`config.mk`:
```
export PLATFORM = sky130hd
export DESIGN_NAME = regfile_mp
export DESIGN_NICKNAME = d
export VERILOG_FILES = /design/src/rtl/regfile_mp.sv
export SDC_FILE = /design/constraint.sdc
export NUM_CORES = 2
export LEC_CHECK = 0
export CAP_MARGIN = 5
export CORE_MARGIN = 2
export CORE_UTILIZATION = 56
export DETAILED_ROUTE_END_ITERATION = 16
export PLACE_DENSITY = 0.71
export SETUP_SLACK_MARGIN = 0.3
export SYNTH_ARGS = -nofsm -noshare
export SYNTH_HDL_FRONTEND = slang
export SYNTH_SLANG_ARGS = --single-unit
```
`constraint.sdc`:
```
create_clock -name clk -period 3.4 [get_ports clk]
set_input_delay 0.34 -clock clk [delete_from_list [all_inputs] [get_ports clk]]
set_output_delay 0.34 -clock clk [all_outputs]
set_load 0.02 [all_outputs]
```
`src/rtl/regfile_mp.sv`:
```
// Multi-port integer register file with write-conflict detection and a busy scoreboard.
// Define REGFILE_BYPASS_EN to forward same-cycle write data and busy release to the read ports.
module regfile_mp #(
  parameter int XLEN  = 32,
  parameter int NREG  = 32,
  parameter int NRD   = 2,
  parameter int NWR   = 2,
  parameter int IDX_W = $clog2(NREG)
) (
  input  logic                  clk,
  input  logic                  rst_n,
  input  logic [NWR-1:0]        wb_en,
  input  logic [NWR*IDX_W-1:0]  wb_idx,
  input  logic [NWR*XLEN-1:0]   wb_data,
  input  logic [NRD*IDX_W-1:0]  rd_idx,
  output logic [NRD*XLEN-1:0]   rd_data,
  output logic [NRD-1:0]        rd_busy,
  input  logic                  alloc_en,
  input  logic [IDX_W-1:0]      alloc_idx,
  output logic                  wr_conflict
);

  logic [XLEN-1:0] regs   [NREG];
  logic [NREG-1:0] busy;
  logic [NREG-1:0] wr_hit;
  logic [XLEN-1:0] wr_val [NREG];
  logic            conflict_d;

  // Ports are scanned in ascending order so the highest-numbered port overwrites earlier ones.
  always_comb begin
    // NOTE: every comb output gets a default first, so no path can infer a latch.
    for (int r = 0; r < NREG; r++) begin
      wr_hit[r] = 1'b0;
      wr_val[r] = '0;
    end
    for (int k = 0; k < NWR; k++) begin
      if (wb_en[k] && (wb_idx[k*IDX_W +: IDX_W] != '0)) begin
        wr_hit[wb_idx[k*IDX_W +: IDX_W]] = 1'b1;
        wr_val[wb_idx[k*IDX_W +: IDX_W]] = wb_data[k*XLEN +: XLEN];
      end
    end
  end

  always_comb begin
    conflict_d = 1'b0;
    for (int k = 0; k < NWR; k++) begin
      for (int m = k + 1; m < NWR; m++) begin
        if (wb_en[k] && wb_en[m] &&
            (wb_idx[k*IDX_W +: IDX_W] == wb_idx[m*IDX_W +: IDX_W]) &&
            (wb_idx[k*IDX_W +: IDX_W] != '0)) begin
          conflict_d = 1'b1;
        end
      end
    end
  end

  // Register 0 is cleared by reset and never written, so it reads as zero.
  always_ff @(posedge clk or negedge rst_n) begin
    if (!rst_n) begin
      // NOTE: the array is reset because an asynchronous clear of all registers is architectural.
      for (int r = 0; r < NREG; r++) begin
        regs[r] <= '0;
      end
    end else begin
      for (int r = 1; r < NREG; r++) begin
        // NOTE: non-blocking assignments keep every register updating from pre-edge values.
        if (wr_hit[r]) regs[r] <= wr_val[r];
      end
    end
  end

  // A same-cycle allocation beats the write-back release: the new producer owns the register.
  always_ff @(posedge clk or negedge rst_n) begin
    if (!rst_n) begin
      busy <= '0;
    end else begin
      for (int r = 1; r < NREG; r++) begin
        if (alloc_en && (alloc_idx == IDX_W'(r))) busy[r] <= 1'b1;
        else if (wr_hit[r])                       busy[r] <= 1'b0;
      end
    end
  end

  always_ff @(posedge clk or negedge rst_n) begin
    if (!rst_n) wr_conflict <= 1'b0;
    else        wr_conflict <= conflict_d;
  end

  for (genvar j = 0; j < NRD; j++) begin : g_rd
    logic [IDX_W-1:0] sel;
    assign sel = rd_idx[j*IDX_W +: IDX_W];
`ifdef REGFILE_BYPASS_EN
    assign rd_data[j*XLEN +: XLEN] = wr_hit[sel] ? wr_val[sel] : regs[sel];
    assign rd_busy[j] = wr_hit[sel] ? (alloc_en && (alloc_idx == sel)) : busy[sel];
`else
    assign rd_data[j*XLEN +: XLEN] = regs[sel];
    assign rd_busy[j] = busy[sel];
`endif
  end

endmodule

```
Word-level counts from Yosys, hierarchy flattened
Index checks and enable logic that the tools add are counted.
{"block": "totals", "inputBits": 94, "regBits": 1024, "word_cells": 272, "output_inout_bits": 67}
{"block": "classes", "reduce_logical": 73, "magnitude_cmp": 12, "n_mux": 86, "n_eq_ne": 32, "n_bitwise": 6}
{"op": "AND 1024 bit", "count": 1}
{"op": "bitwise mux 1024 bit", "count": 1}
{"op": "two-way mux 1024 bit", "count": 1}
{"op": "two-way mux 992 bit", "count": 1}
{"op": "binary-select mux 32 bit (select 5 bit)", "count": 2}
{"op": "demux 32 bit (select 5 bit)", "count": 2}
{"op": "two-way mux 32 bit", "count": 8}
{"op": "== test 5 bit, second input constant", "count": 16}
{"op": "two-way mux 1 bit", "count": 67}
{"op": "nonzero test 2 bit", "count": 31}
{"op": "== test 5 x 4 -> 1 bit, second input constant", "count": 8}
{"op": "logical AND 1 bit", "count": 40}
{"op": "OR 32 bit", "count": 1}
{"op": "greater-or-equal comparator 6 bit, second input constant", "count": 4}
{"op": "less-than comparator 5 x 6 -> 1 bit, second input constant", "count": 4}
{"op": "NOT 5 -> 6 bit", "count": 4}
{"op": "== test 5 x 3 -> 1 bit, second input constant", "count": 4}
{"op": "less-than comparator 6 x 1 -> 1 bit, second input constant", "count": 2}
{"op": "binary-select mux 1 bit (select 5 bit)", "count": 2}
{"op": "demux 1 bit (select 5 bit)", "count": 2}
{"op": "== test 5 x 2 -> 1 bit, second input constant", "count": 2}
{"op": "greater-or-equal comparator 5 x 1 -> 1 bit, second input constant", "count": 2}
{"op": "nonzero test 5 bit", "count": 2}
{"op": "== test 5 x 1 -> 1 bit, second input constant", "count": 1}
{"op": "== test 5 bit", "count": 1}

Longest topological paths before layout
{"block": "logic_depth", "depth_word": 9, "depth_mapped": 8, "ltp_nobuf": 4}

Least setup slack after synthesis
No wires, ideal clock.
{"block": "synth_path", "kind": "input to output", "from": "in rd_idx[0]", "to": "out rd_data[10]", "path_buffers": 3, "stages": 7, "setup_slack_ns": 0.986, "t_required_ns": 3.060, "t_arrival_ns": 2.074, "cell_sequence": "buf_2 -> buf_2 -> buf_2 -> mux4_2 -> a22o_1 -> o21ai_0 -> o31ai_1"}
{"block": "synth_via", "elab_chain_cells": 4}
{"item": "from (decl)", "line_no": "15", "source": "input logic [NRD*IDX_W-1:0] rd_idx,"}
{"item": "NOT 5 -> 6 bit (not written as such)", "line_no": "96", "source": "assign rd_data[j*XLEN +: XLEN] = regs[sel];"}
{"item": "binary-select mux 32 bit (select 5 bit)", "line_no": "96"}
{"item": "two-way mux 32 bit (not written as such) (2 in series)", "line_no": "96"}
{"item": "to (decl)", "line_no": "16", "source": "output logic [NRD*XLEN-1:0] rd_data,"}
No other way between the ends. The select of a mux whose other input is x is not followed.

Worst setup path in the final report
{"block": "layout_path", "from": "reg regs[327] in the netlist's numbering", "to": "out rd_data[39]"}
{"block": "layout_via", "elab_chain_cells": 3}
{"item": "from (decl)", "line_no": "23", "source": "logic [XLEN-1:0] regs [NREG];"}
{"item": "from (signal, indexed assignment)", "line_no": "67", "source": "if (wr_hit[r]) regs[r] <= wr_val[r];"}
{"item": "binary-select mux 32 bit (select 5 bit)", "line_no": "96"}
{"item": "two-way mux 32 bit (not written as such) (2 in series)", "line_no": "96"}
No other way between the ends. The select of a mux whose other input is x is not followed.

==> flow_metrics.env <==
export IMPL_timing_critical_path_mode_cell="buf_6"
export IMPL_period_share=0.936
export IMPL_synth_top_family_by_area="multiplexers"
export IMPL_routed_wl_microns=278000
export IMPL_power_density_nw_per_um2=588
export IMPL_place_gp_congestion=0.996
export IMPL_synth_seq_cells=1024
export IMPL_clk_path_buf_depth=3
export IMPL_p_leak_nw=29.6
export IMPL_power_switching_w=0.0135
export IMPL_syn_to_final_growth_pct=16.6
export IMPL_netlist_area_leader_share=0.417
export IMPL_synth_area_leaders="dfrtp_1, mux4_2, mux2i_1"
export IMPL_tritoncts="done"
export IMPL_required_ns=3.06
export IMPL_die_h_microns=335
export IMPL_first_global_vias=57100
export IMPL_htreeDepth=3
export IMPL_startpoint_type="flip-flop"
export IMPL_grt_use_total=0.489
export IMPL_first_iter_violations=10700
export IMPL_ys_warn_count=33
export IMPL_core_area_sq_um=109000
export IMPL_combPwrFrac=0.265
export IMPL_fin_setup_tns_ns=0
export IMPL_p_total_w=0.0421
export IMPL_crit_chain="mux4_2, a22o_1, o21ai_4, buf_6, o31ai_4, buf_6, buf_6"
export IMPL_end_kind="primary output"
export IMPL_synth_xor_area_frac=0.000713
export IMPL_grt_pass1_wl_microns=397000
export IMPL_slowest_stage="mux4_2"
export IMPL_synth_common_cells="dfrtp_1, o21ai_0, clkbuf_1, mux2i_1, a22oi_1"
export IMPL_drive_gt1_frac=0.234
export IMPL_clkTransAtPathRegs_ns=0.06
export IMPL_hp_class="in2reg"
export IMPL_grt_overflow_total=0
export IMPL_synth_flop_cell="dfrtp_1"
export IMPL_syn_num_nets=5768
export IMPL_drv_cap=0
export IMPL_synthSimpleGateAreaFrac=0.0635
export IMPL_max_stage_delay_ns=0.49
export IMPL_intPower_w=0.0285
export IMPL_seq_area_frac_synth=0.417
export IMPL_dr_pass1_iters=9
export IMPL_p_sw_frac=0.322
export IMPL_tightest_slew_ns=1.37
export IMPL_skew_ns=0
export IMPL_syn_area_sq_um=61400
export IMPL_crit_fanout=3
export IMPL_cts_root_buffer="clkbuf_16"
export IMPL_pwr_share_seq=0.428
export IMPL_via_per_inst=7.95
export IMPL_synth_cells=5674
export IMPL_async_reset_ff_frac=1.00
export IMPL_peakVddDrop_uv=460
export IMPL_outcome="finished, final reports clean"
export IMPL_wire_per_inst_microns=38.3
export IMPL_cp_top_family="compound AO/OA/AOI/OAI gates"
export IMPL_max_freq_ghz=0.314
export IMPL_rsz0062_at_grt="true"
export IMPL_synth_compound_area_frac=0.223
export IMPL_hold_violations=0
export IMPL_drtAntennaViolNets=0
export IMPL_row_count=121
export IMPL_cp_num_buf_inv=3
export IMPL_yosysTopAreaCell="dfrtp_1"
export IMPL_syn_area_per_cell_sq_um=10.8
export IMPL_clkSinkCount=1024
export IMPL_critPathKind="reg2out"
export IMPL_grt_max_degree=93
export IMPL_synth_cell_types=60
export IMPL_ios=161
export IMPL_numPortBuffers=160
export IMPL_antenna_found_initial=28
export IMPL_arrival_ns=2.84
export IMPL_final_nets=5820
export IMPL_drc=0
export IMPL_place_hpwl_microns=169000
export IMPL_synth_mux_area_frac=0.243
export IMPL_clock_power_share=0.307
export IMPL_synth_enable_flop_cells=0
export IMPL_die_area_sq_um=112000
export IMPL_relSlewSlack=0.0844
export IMPL_synth_most_common_cell="dfrtp_1"
export IMPL_setup_violations=0
export IMPL_finalMaxSlewViolations=0
export IMPL_die_w_microns=335
export IMPL_fin_crit_ns=3.18
export IMPL_clkLatencyLatePin_ns=0.73
export IMPL_synthAdderAreaFrac=0
export IMPL_start_util=0.564
export IMPL_numCtsBuffers=112
export IMPL_vias=57600
[per-layer routing]
metal / GRT usage / wire (microns) / vias up
met5: 0.00304 / 230 / -
met4: 0.400 / 28100 / 16
met3: 0.217 / 46800 / 1713
met2: 0.671 / 112000 / 5870
met1: 0.593 / 90300 / 28100
li1: - / - / 21900
[state kept, by name (all words and copies together) (netlist names)]
register     cells
regs           992
busy            31
wr_conflict      1
[stage by stage]
step / std cells / hold WS (ns) / setup WS (ns) / util / area, sq um
2_1_floorplan: 5674 / 0.0444 / 0.986 / - / 61400
3_3_place_gp: 7019 / 0.422 / -0.393 / 0.620 / 67500
3_5_place_dp: 7019 / 0.421 / -0.379 / 0.620 / 67500
4_1_cts: 7227 / 0.195 / 0.196 / 0.656 / 71400
5_1_grt: 7240 / 0.236 / 0.223 / 0.657 / 71600
6_report: 7247 / 0.209 / 0.217 / 0.657 / 71600
[cells by family after synthesis]
logic type                after synthesis
AOI/OAI and AO/OA                    2012
DFF                                  1024
muxes                                 983
and+or+nand+nor                       889
buffers and inverters                 761
xor gates and xnor gates                5
[repair_timing]
item / CTS / global route
pin swaps: 4 / 6
gates resized for setup: 135 / 60
buffers inserted: 0 / 4
hold endpoints to repair: 49 / 0
hold buffers: 1 / 0
setup endpoints to repair: 63 / 34
gates cloned: 0 / 2
[final cells by class]
type	instances	area, sq um
Inverter	25	93.8
Antenna cell	14	35.0
Multi-Input combinational cell	3889	33200
Timing Repair Buffer	674	6950
Clock buffer	159	3260
Tap cell	1414	1770
Sequential cell	1024	25600
Fill cell	8312	37300
Clock inverter	48	588
[power groups by stage]
stage	Combinational [W]	Clock, W	Sequential [W]
global placement	0.0105	0	0.0177
global route	0.0118	0.0134	0.0182
detailed placement	0.0108	0	0.0179
floorplan	0.00754	0	0.0169
finish	0.0111	0.0129	0.0180
CTS	0.0108	0.0129	0.0177
[layout by cell type (no fill, tap or decap), types with 28 or more instances in the layout]
cell             instances
and3_1                  35
a211oi_1                65
a22o_1                 211
buf_12                 122
o31ai_1                 57
dlygate4sd2_1           32
and2_1                  66
a21oi_1                128
a31oi_1                 32
o21ai_0                707
buf_4                  392
clkbuf_16              115
nand2_1                347
o211ai_1                35
nand3_1                 32
mux2i_1                495
nor2_1                 309
a221o_1                160
o22ai_1                 66
dfrtp_1               1024
nor2_4                  28
a22oi_1                438
mux2_2                  92
mux4_2                 396
clkdlybuf4s50_1         81
[worst paths after layout]
path,start,endpoint,slack (ns),cells past startpoint
min in group asynchronous,rst_n,regs[237]$_DFFE_PN0P_,0.22,2
worst min register to register,regs[645]$_DFFE_PN0P_,regs[645]$_DFFE_PN0P_,0.51,2
max in group asynchronous,rst_n,regs[468]$_DFFE_PN0P_,1.98,3
worst max register to register,regs[149]$_DFFE_PN0P_,regs[149]$_DFFE_PN0P_,2.44,2
worst min-delay path,wb_data[41],regs[361]$_DFFE_PN0P_,0.21,3
worst max-delay path,regs[327]$_DFFE_PN0P_,rd_data[39],0.22,7
[tightest hold or removal path, stage by stage]
cell	delay (ns)
buf_2	0.34
nand2_1	0.14
o21ai_0	0.07
(Power assumes the default switching activity.)
